==> config.mk <==
export PLATFORM = sky130hd
export DESIGN_NAME = song_sequencer_flat
export DESIGN_NICKNAME = d
export VERILOG_FILES = /design/src/rtl/song_pkg.sv /design/src/rtl/song_sequencer_if.sv /design/src/rtl/dur_counter.sv /design/src/rtl/song_sequencer.sv /design/src/flat_wrapper.sv
export SDC_FILE = /design/constraint.sdc
export NUM_CORES = 1
export LEC_CHECK = 0
export CAP_MARGIN = 5
export CORE_MARGIN = 2
export CORE_UTILIZATION = 35
export DETAILED_ROUTE_END_ITERATION = 12
export PLACE_DENSITY = 0.59
export REMOVE_ABC_BUFFERS = 1
export SETUP_SLACK_MARGIN = 0.05
export SLEW_MARGIN = 10
export SYNTH_ARGS = -nofsm -noshare
export SYNTH_HDL_FRONTEND = slang
export SYNTH_SLANG_ARGS = --single-unit
export TNS_END_PERCENT = 100
==> constraint.sdc <==
create_clock -name clk -period 5.2 [get_ports clk]
set_input_delay 0.78 -clock clk [delete_from_list [all_inputs] [get_ports clk]]
set_output_delay 0.78 -clock clk [all_outputs]
set_load 0.02 [all_outputs]
==> src/rtl/song_pkg.sv <==
// Shared types for the song sequencer: note index/duration widths and FSM states.
// Pure declarations; no timing or flow control of its own.
package song_pkg;
  localparam int IDX_W = 11;
  localparam int DUR_W = 29;

  typedef logic [IDX_W-1:0] note_idx_t;
  typedef logic [DUR_W-1:0] note_dur_t;

  typedef enum logic [2:0] {IDLE, LOAD, PLAY, GAP, DONE} seq_state_t;
endpackage

==> src/rtl/song_sequencer_if.sv <==
// Control, ROM and status bundle between the player controls/ROMs and the sequencer.
// Level and pulse signals only; the sequencer never stalls its controller.
interface song_sequencer_if;
  import song_pkg::*;

  logic      start;
  logic      stop;
  logic      pause;
  logic      loop_en;
  note_dur_t note_dur;
  note_idx_t note_index;
  logic      note_on;
  logic      busy;
  logic      song_done;

  modport master (
    output start, stop, pause, loop_en, note_dur,
    input  note_index, note_on, busy, song_done
  );

  modport slave (
    input  start, stop, pause, loop_en, note_dur,
    output note_index, note_on, busy, song_done
  );
endinterface

==> src/rtl/dur_counter.sv <==
// Loadable down-counter with zero-clamped load; expire is combinational (count==1 && en).
// Load/clear take effect next edge; en=0 simply holds the count.
module dur_counter
  import song_pkg::*;
(
  input  logic      clk,
  input  logic      rst_n,
  input  logic      clr,
  input  logic      load,
  input  note_dur_t load_val,
  input  logic      en,
  output logic      expire
);

  note_dur_t cnt;

  always_ff @(posedge clk) begin
    if (!rst_n || clr) begin
      cnt <= '0;
    end else if (load) begin
      cnt <= (load_val == '0) ? note_dur_t'(1) : load_val;
    end else if (en && cnt != '0) begin
      // Expiry is decided on the pre-decrement value, so the count never wraps.
      cnt <= cnt - note_dur_t'(1);
    end
  end

  assign expire = en && (cnt == note_dur_t'(1));

endmodule

==> src/rtl/song_sequencer.sv <==
// Steps through a song's notes, timing each from the duration ROM plus an optional gap.
// Outputs are registered (1-cycle latency from controls); pause freezes PLAY/GAP timing only.
module song_sequencer
  import song_pkg::*;
#(
  parameter int NUM_NOTES  = 8,
  parameter int GAP_CYCLES = 0
) (
  input  logic             clk,
  input  logic             rst_n,
  song_sequencer_if.slave  bus
);

  localparam note_idx_t LAST_IDX = note_idx_t'(NUM_NOTES - 1);
  localparam note_dur_t GAP_VAL  = note_dur_t'(GAP_CYCLES);
  localparam bit        HAS_GAP  = (GAP_CYCLES > 0);

  seq_state_t state, state_nxt;
  note_idx_t  note_index, idx_nxt;
  logic       note_on, busy, song_done;
  logic       dur_exp, gap_exp, gap_load, advance;

  dur_counter u_dur (
    .clk      (clk),
    .rst_n    (rst_n),
    .clr      (bus.stop),
    .load     (state == LOAD),
    .load_val (bus.note_dur),
    .en       ((state == PLAY) && !bus.pause),
    .expire   (dur_exp)
  );

  dur_counter u_gap (
    .clk      (clk),
    .rst_n    (rst_n),
    .clr      (bus.stop),
    .load     (gap_load),
    .load_val (GAP_VAL),
    .en       ((state == GAP) && !bus.pause),
    .expire   (gap_exp)
  );

  always_ff @(posedge clk) begin
    if (!rst_n) begin
      state      <= IDLE;
      note_index <= '0;
      note_on    <= 1'b0;
      busy       <= 1'b0;
      song_done  <= 1'b0;
    end else begin
      state      <= state_nxt;
      note_index <= idx_nxt;
      note_on    <= (state_nxt == PLAY);
      busy       <= (state_nxt == LOAD) || (state_nxt == PLAY) || (state_nxt == GAP);
      song_done  <= (state_nxt == DONE);
    end
  end

  always_comb begin
    state_nxt = state;
    idx_nxt   = note_index;
    gap_load  = 1'b0;
    advance   = 1'b0;

    case (state)
      IDLE, DONE: begin
        if (bus.start) begin
          state_nxt = LOAD;
          idx_nxt   = '0;
        end
      end
      LOAD: state_nxt = PLAY;
      PLAY: begin
        if (dur_exp) begin
          if (HAS_GAP) begin
            state_nxt = GAP;
            gap_load  = 1'b1;
          end else begin
            advance = 1'b1;
          end
        end
      end
      GAP:     advance   = gap_exp;
      default: state_nxt = IDLE;
    endcase

    if (advance) begin
      if (note_index < LAST_IDX) begin
        idx_nxt   = note_index + note_idx_t'(1);
        state_nxt = LOAD;
      end else if (bus.loop_en) begin
        idx_nxt   = '0;
        state_nxt = LOAD;
      end else begin
        state_nxt = DONE;
      end
    end

    // stop overrides start and any advance decided above
    if (bus.stop) begin
      state_nxt = IDLE;
      idx_nxt   = '0;
      gap_load  = 1'b0;
    end
  end

  assign bus.note_index = note_index;
  assign bus.note_on    = note_on;
  assign bus.busy       = busy;
  assign bus.song_done  = song_done;

endmodule

==> src/flat_wrapper.sv <==
// flat-port wrapper written by rule: the top's interface ports become plain ports
module song_sequencer_flat import song_pkg::*;
#(
  parameter int NUM_NOTES  = 8,
  parameter int GAP_CYCLES = 0
)
  (clk, rst_n, bus_start, bus_stop, bus_pause, bus_loop_en, bus_note_dur, bus_note_index, bus_note_on, bus_busy, bus_song_done);
  song_sequencer_if bus_i ();
  input  logic clk;
  input  logic rst_n;
  input wire logic [$bits(bus_i.start)-1:0] bus_start;
  input wire logic [$bits(bus_i.stop)-1:0] bus_stop;
  input wire logic [$bits(bus_i.pause)-1:0] bus_pause;
  input wire logic [$bits(bus_i.loop_en)-1:0] bus_loop_en;
  input wire logic [$bits(bus_i.note_dur)-1:0] bus_note_dur;
  output wire logic [$bits(bus_i.note_index)-1:0] bus_note_index;
  output wire logic [$bits(bus_i.note_on)-1:0] bus_note_on;
  output wire logic [$bits(bus_i.busy)-1:0] bus_busy;
  output wire logic [$bits(bus_i.song_done)-1:0] bus_song_done;
  assign bus_i.start = bus_start;
  assign bus_i.stop = bus_stop;
  assign bus_i.pause = bus_pause;
  assign bus_i.loop_en = bus_loop_en;
  assign bus_i.note_dur = bus_note_dur;
  assign bus_note_index = bus_i.note_index;
  assign bus_note_on = bus_i.note_on;
  assign bus_busy = bus_i.busy;
  assign bus_song_done = bus_i.song_done;
  song_sequencer #(.NUM_NOTES(NUM_NOTES), .GAP_CYCLES(GAP_CYCLES)) u_core (.clk(clk), .rst_n(rst_n), .bus(bus_i));
endmodule
==> flow_summary.toml, run 1 <==
[timing]
slew_headroom_pct = 22.14
slew_viol_final = 0
timing.hold.ws_ns = 0.4649
finalSetupViolations = 0
setup_tns_ns = 0
rsz0062_at_grt = "false"
fin_crit_sh_pct = 58.62
clock.fmax_mhz = 328.0
worst_slack_ns = 2.152
tightest_slew_ns = 1.156
hold_viol_final = 0
min_period_ns = 3.048
finClkSkew_ns = 0.009129

[finish]
fillers = 1082
stdcell_area_sq_mm = 0.004681
final_common_cell = "dfxtp_1"
final_core_util_pct = 43.37
antennaDiodeCount = 0
final_nets = 544
final_layout_size_suffix_gt1_share_pct = 5.720
stdcell_count = 647
mostFrequentLayoutCells = "dfxtp_1, nor2_1, clkdlybuf4s50_1, o21ai_0, nor3_1"
area_delta_synth_final_pct = 21.46

[run]
maxCapViolations = 0

[clock_network]
clk_path_buf_depth = 2
cts-buffers-inserted = 9
root_buffer = "clkbuf_8"
cts_htree_levels = 3
post_cts_buffers = 0
post_cts_resized = 0
cts_tree = "built"
clk_pin_slew_ns = 0.08
cts_sinks = 75
hold_buffers = 0
insertion_delay_ns = 0.35

[placement]
dp_hpwl_um = 6953
place_inst = 631
place_area_sq_mm = 0.004474
pre_cts_slack_ns = 1.791
place.gp.congestion = 0.8118
io_buffer_count = 48

[logic_synthesis]
ys.warnings.count = 0
async_reset_ff_share_pct = 0
avgSynthCellArea_sq_um = 8.470
seq_area_frac_synth_pct = 38.96
synth_edf_count = 0
synth-seq-cells = 75
syn_inst = 455
syn-cell-area_sq_mm = 0.003854
synthDistinctLibCells = 56
ys.flop_type = "dfxtp_1"

[power_and_ir_drop]
power_mw = 1.197
netSwitchingFraction_pct = 24.66
seqPwrFrac_pct = 49.1
switchingPower_mw = 0.2951
p_clk_share_pct = 38.9
pwr-share-comb_pct = 12.0
irDropWorstVdd_mv = 0.2019
p_int_mw = 0.9016
powerDensity_mw_per_mm2 = 255.7
leakage_nw = 1.661

[floorplan]
rows = 38
die_x_um = 108.9
io_pins = 49
dieArea_sq_mm = 0.01187
die_h_um = 108.9
core_sq_mm = 0.01079
start_util_pct = 35.71

[worst_hold_path]
hp-class = "reg -> reg"

[detailed_routing]
vias = 3518
drcViolationCount = 0
drt-total-wl_um = 9700
detail_route.vias_per_cell = 5.437
dr.pass1.iters = 4
postRouteAntennaNets = 0
drtIter0Drc = 182
avgRoutedWirePerCell_um = 14.99

[global_route]
grt_max_degree = 27
gr-total-overflow = 0
grt_util_all_layers_pct = 17.25
grt_antenna_before_repair = 0
grt_pass1_wl_um = 15860
first_global_vias = 3255

[worst_setup_path]
crit_path_end_kind = "flop"
worstSetupPathType = "in -> reg"
startpoint_type = "input port"
worstPathRequired_ns = 5.49
worstPathMaxFanout = 11
arrival_ns = 3.33

[status]
status = "finished, final reports clean"
critical path, stage by stage:
cell and delay, ns:
clkdlybuf4s50_1 0.45, or4b_1 0.70, o21ai_0 0.98, o221ai_1 0.26
a21oi_1 0.16
metal layers:
metal | vias up | share of wire [%] | wire length (um) | global-route usage, %
li1 | 1789 | - | - | -
met1 | 1659 | 47 | 4517 | 21.52
met2 | 60 | 47 | 4607 | 28.75
met3 | 10 | 4.5 | 437 | 5.081
met4 | 0 | 1.4 | 138 | 5.037
met5 | - | 0 | 0 | 0
power groups by stage:
stage,Sequential (mW),Combinational (mW),Clock [mW]
final,0.587,0.144,0.466
after detailed placement,0.600,0.142,0
after CTS,0.587,0.143,0.486
after global routing,0.588,0.158,0.516
after global placement,0.600,0.142,0
after floorplan,0.599,0.0810,0
Yosys cell counts, types with 3 or more instances:
| master | n | area share [%] |
|---|---|---|
| ha_1 | 7 | 2.3 |
| xor2_1 | 17 | 3.9 |
| nor2_1 | 52 | 5.1 |
| a22oi_1 | 4 | 0.78 |
| a22o_1 | 3 | 0.68 |
| a31oi_1 | 3 | 0.49 |
| and3_1 | 12 | 1.9 |
| inv_1 | 7 | 0.68 |
| nor3_1 | 26 | 3.4 |
| buf_2 | 4 | 0.52 |
| a211oi_1 | 4 | 0.78 |
| nor4_1 | 22 | 3.6 |
| and4_1 | 3 | 0.68 |
| o31ai_1 | 3 | 0.58 |
| or4_1 | 11 | 2.1 |
| nand4_1 | 8 | 1.3 |
| nand2_1 | 24 | 2.3 |
| nor2b_1 | 4 | 0.65 |
| dfxtp_1 | 75 | 39 |
| nand3_1 | 12 | 1.6 |
| xnor2_1 | 15 | 3.4 |
| nand3b_1 | 5 | 0.97 |
| nand2b_1 | 5 | 0.81 |
| or3_1 | 14 | 2.3 |
| o21a_1 | 5 | 0.97 |
| o21ai_0 | 29 | 3.8 |
| and2_1 | 5 | 0.81 |
| o221ai_1 | 3 | 0.68 |
| clkbuf_1 | 12 | 1.2 |
| nor4_2 | 3 | 0.97 |
| a21oi_1 | 23 | 3.0 |
worst paths after layout:
| kind | cells after the start | from | slack, ns | endpoint |
|---|---|---|---|---|
| hold reg to reg | 1 | u_core.u_dur.cnt[27] | 0.46 | u_core.u_dur.cnt[27] |
| hold / removal | 1 | u_core.u_dur.cnt[27] | 0.46 | u_core.u_dur.cnt[27] |
| setup reg to reg | 6 | u_core.u_dur.cnt[14] | 2.20 | u_core.u_dur.cnt[1] |
| setup / recovery | 5 | bus_pause | 2.15 | u_core.u_dur.cnt[25] |
cell families (layout without fill, tap and decap cells):
| logic type | count (synthesis) | in the layout | share of synthesized area, % |
|---|---|---|---|
| compound gates | 93 | 93 | 15.13 |
| fa+ha+maj | 7 | 7 | 2.273 |
| simple gates | 221 | 221 | 32.89 |
| buf+inv | 23 | 75 | 2.370 |
| mux | 4 | 4 | 1.104 |
| flops | 75 | 75 | 38.96 |
| xor+xnor | 32 | 32 | 7.273 |
state kept, by name, summed over array words and instances (netlist names):
name                   count
u_core.u_dur.cnt          29
u_core.u_gap.cnt          29
u_core.state               3
u_core.bus.note_index     11
u_core.bus.song_done       1
u_core.bus.note_on         1
u_core.bus.busy            1
layout make-up:
cell class | instances | area [sq um] | share of cell area [%]
Clock inverter | 1 | 30.03 | 0.6415
Multi-Input combinational cell | 357 | 2261 | 48.30
Clock buffer | 15 | 176.4 | 3.769
Inverter | 7 | 26.28 | 0.5613
Sequential cell | 75 | 1501 | 32.08
Timing Repair Buffer | 52 | 510.5 | 10.91
Tap cell | 140 | 175.2 | 3.742
(Power assumes the default switching activity.)
==> run 2, diff against run 1 <==
- PLACE_DENSITY: 0.59 -> 0.61
- clock period: 5.2 -> 2.8 ns (I/O delays scaled with it)
==> run 2 against run 1 <==
Against the previous run:
- hold slack improved by 0.010 ns
- critical path type is now reg -> reg
- final area increased by 2.1%
- critical path depth increased by 1
- power increased by 93%
- count of clock-buffer cells in the layout decreased by 3
- flip-flop and latch count unchanged
- non-clock buffer count increased by 11
- highest routed layer unchanged
==> flow_summary.toml, run 2 (same netlist as run 1, synthesis figures left out) <==
[worst_setup_path]
arrival_ns = 2.81
startpoint_type = "flop"
worstPathRequired_ns = 3.05
worstSetupPathType = "reg -> reg"
crit_path_end_kind = "flop"
worstPathMaxFanout = 9

[finish]
fillers = 1074
final_nets = 555
antennaDiodeCount = 0
area_delta_synth_final_pct = 23.96
final_layout_size_suffix_gt1_share_pct = 8.108
mostFrequentLayoutCells = "dfxtp_1, nor2_1, clkdlybuf4s50_1, o21ai_0, nor3_1"
reg.largest.list = "u_core.u_dur.cnt x29, u_core.u_gap.cnt x29, u_core.bus.note_index x11"
final_common_cell = "dfxtp_1"
multi_input_area_sq_mm = 0.002262
regArea_sq_mm = 0.001501

[clock_network]
cts_tree = "built"
clk_pin_slew_ns = 0.08
cts-buffers-inserted = 9
cts_htree_levels = 3
cts_sinks = 75
clk_path_buf_depth = 2
root_buffer = "clkbuf_8"
insertion_delay_ns = 0.36
hold_buffers = 0

[worst_hold_path]
hp-class = "reg -> reg"

[timing]
min_period_ns = 2.565
finalSetupViolations = 0
clock.fmax_mhz = 389.8
tightest_slew_ns = 0.6454
setup_tns_ns = 0
slew_viol_final = 0
hold_viol_final = 0
rsz0062_at_grt = "false"
fin_crit_sh_pct = 91.61
finClkSkew_ns = 0.01420
slew_headroom_pct = 56.81
timing.hold.ws_ns = 0.4749

[placement]
place.gp.congestion = 0.8827
dp_hpwl_um = 7295
io_buffer_count = 48

[detailed_routing]
drtIter0Drc = 142
postRouteAntennaNets = 0
drt-total-wl_um = 9989
detail_route.vias_per_cell = 5.483
dr.pass1.iters = 4
drcViolationCount = 0
avgRoutedWirePerCell_um = 15.18
vias = 3608

[status]
status = "finished, final reports clean"

[global_route]
grt_antenna_before_repair = 0
grt_util_all_layers_pct = 17.87
grt_pass1_wl_um = 16450
gr-total-overflow = 0
first_global_vias = 3409
grt_max_degree = 30

[floorplan]
die_x_um = 108.9
rows = 38
io_pins = 49
core_sq_mm = 0.01079
dieArea_sq_mm = 0.01187
start_util_pct = 35.71
die_h_um = 108.9

[run]
maxCapViolations = 0

[power_and_ir_drop]
leakage_nw = 1.720
irDropWorstVdd_mv = 0.3608
power_mw = 2.305
powerDensity_mw_per_mm2 = 482.5
run 2: final cells by class:
class | instances | share of cell area, %
clock inverters | 4 | 1.545
multi-input cells | 357 | 47.35
clock buffers | 12 | 3.038
inverters | 7 | 0.5500
well taps | 140 | 3.667
flip-flops and latches | 75 | 31.43
repair buffers | 63 | 12.41
run 2: power breakdown:
group          switching, mW  internal [mW]  total (mW)  leakage (nW)
Combinational          0.162          0.126       0.289          1.00
Sequential            0.0131           1.08        1.09         0.605
Clock                  0.399          0.527       0.926         0.111
run 2: final timing paths:
kind | start | endpoint | slack, ns | cells after the start
setup / recovery | u_core.u_dur.cnt[15] | u_core.bus.note_index[0] | 0.23 | 6
hold / removal | u_core.u_dur.cnt[27] | u_core.u_dur.cnt[27] | 0.47 | 1
setup reg to reg | u_core.u_dur.cnt[15] | u_core.bus.note_index[0] | 0.23 | 6
hold reg to reg | u_core.u_dur.cnt[27] | u_core.u_dur.cnt[27] | 0.47 | 1
run 2: metrics by stage:
| stage | utilization, % | std cells | instance area [sq um] | worst slack (ns) |
|---|---|---|---|---|
| floorplan | - | 439 | 3789 | 0.4740 |
| global placement | 42.22 | 642 | 4557 | 0.2242 |
| detailed placement | 42.22 | 642 | 4557 | 0.1745 |
| CTS | 44.25 | 658 | 4776 | 0.2096 |
| global route | 44.26 | 658 | 4777 | 0.05009 |
| finish | 44.26 | 658 | 4777 | 0.2348 |
run 2: routing by layer:
metal,wire [um],GRT usage [%]
met5,0,0
met4,191,5.495
met3,562,5.320
met2,4852,30.35
met1,4383,21.68
run 2: timing repair:
item,4_1_cts,5_1_grt
setup buffers,0,0
resized for setup,0,1
setup endpoints to repair,0,1
run 2: critical path, cell delays in order (launching register included):
cell and delay, ns:
dfxtp_1 0.38, or3_1 0.40, or4_4 0.46, nor4_2 0.44, o21ai_1 0.25, and2_1 0.25
mux2_2 0.26
==> run 3, diff against run 2 <==
- SKIP_LAST_GASP: not set -> 1
- SLEW_MARGIN: 10 -> 5
==> results of run 3 <==
The final DEF is identical to that of run 2; final timing and power are the same.
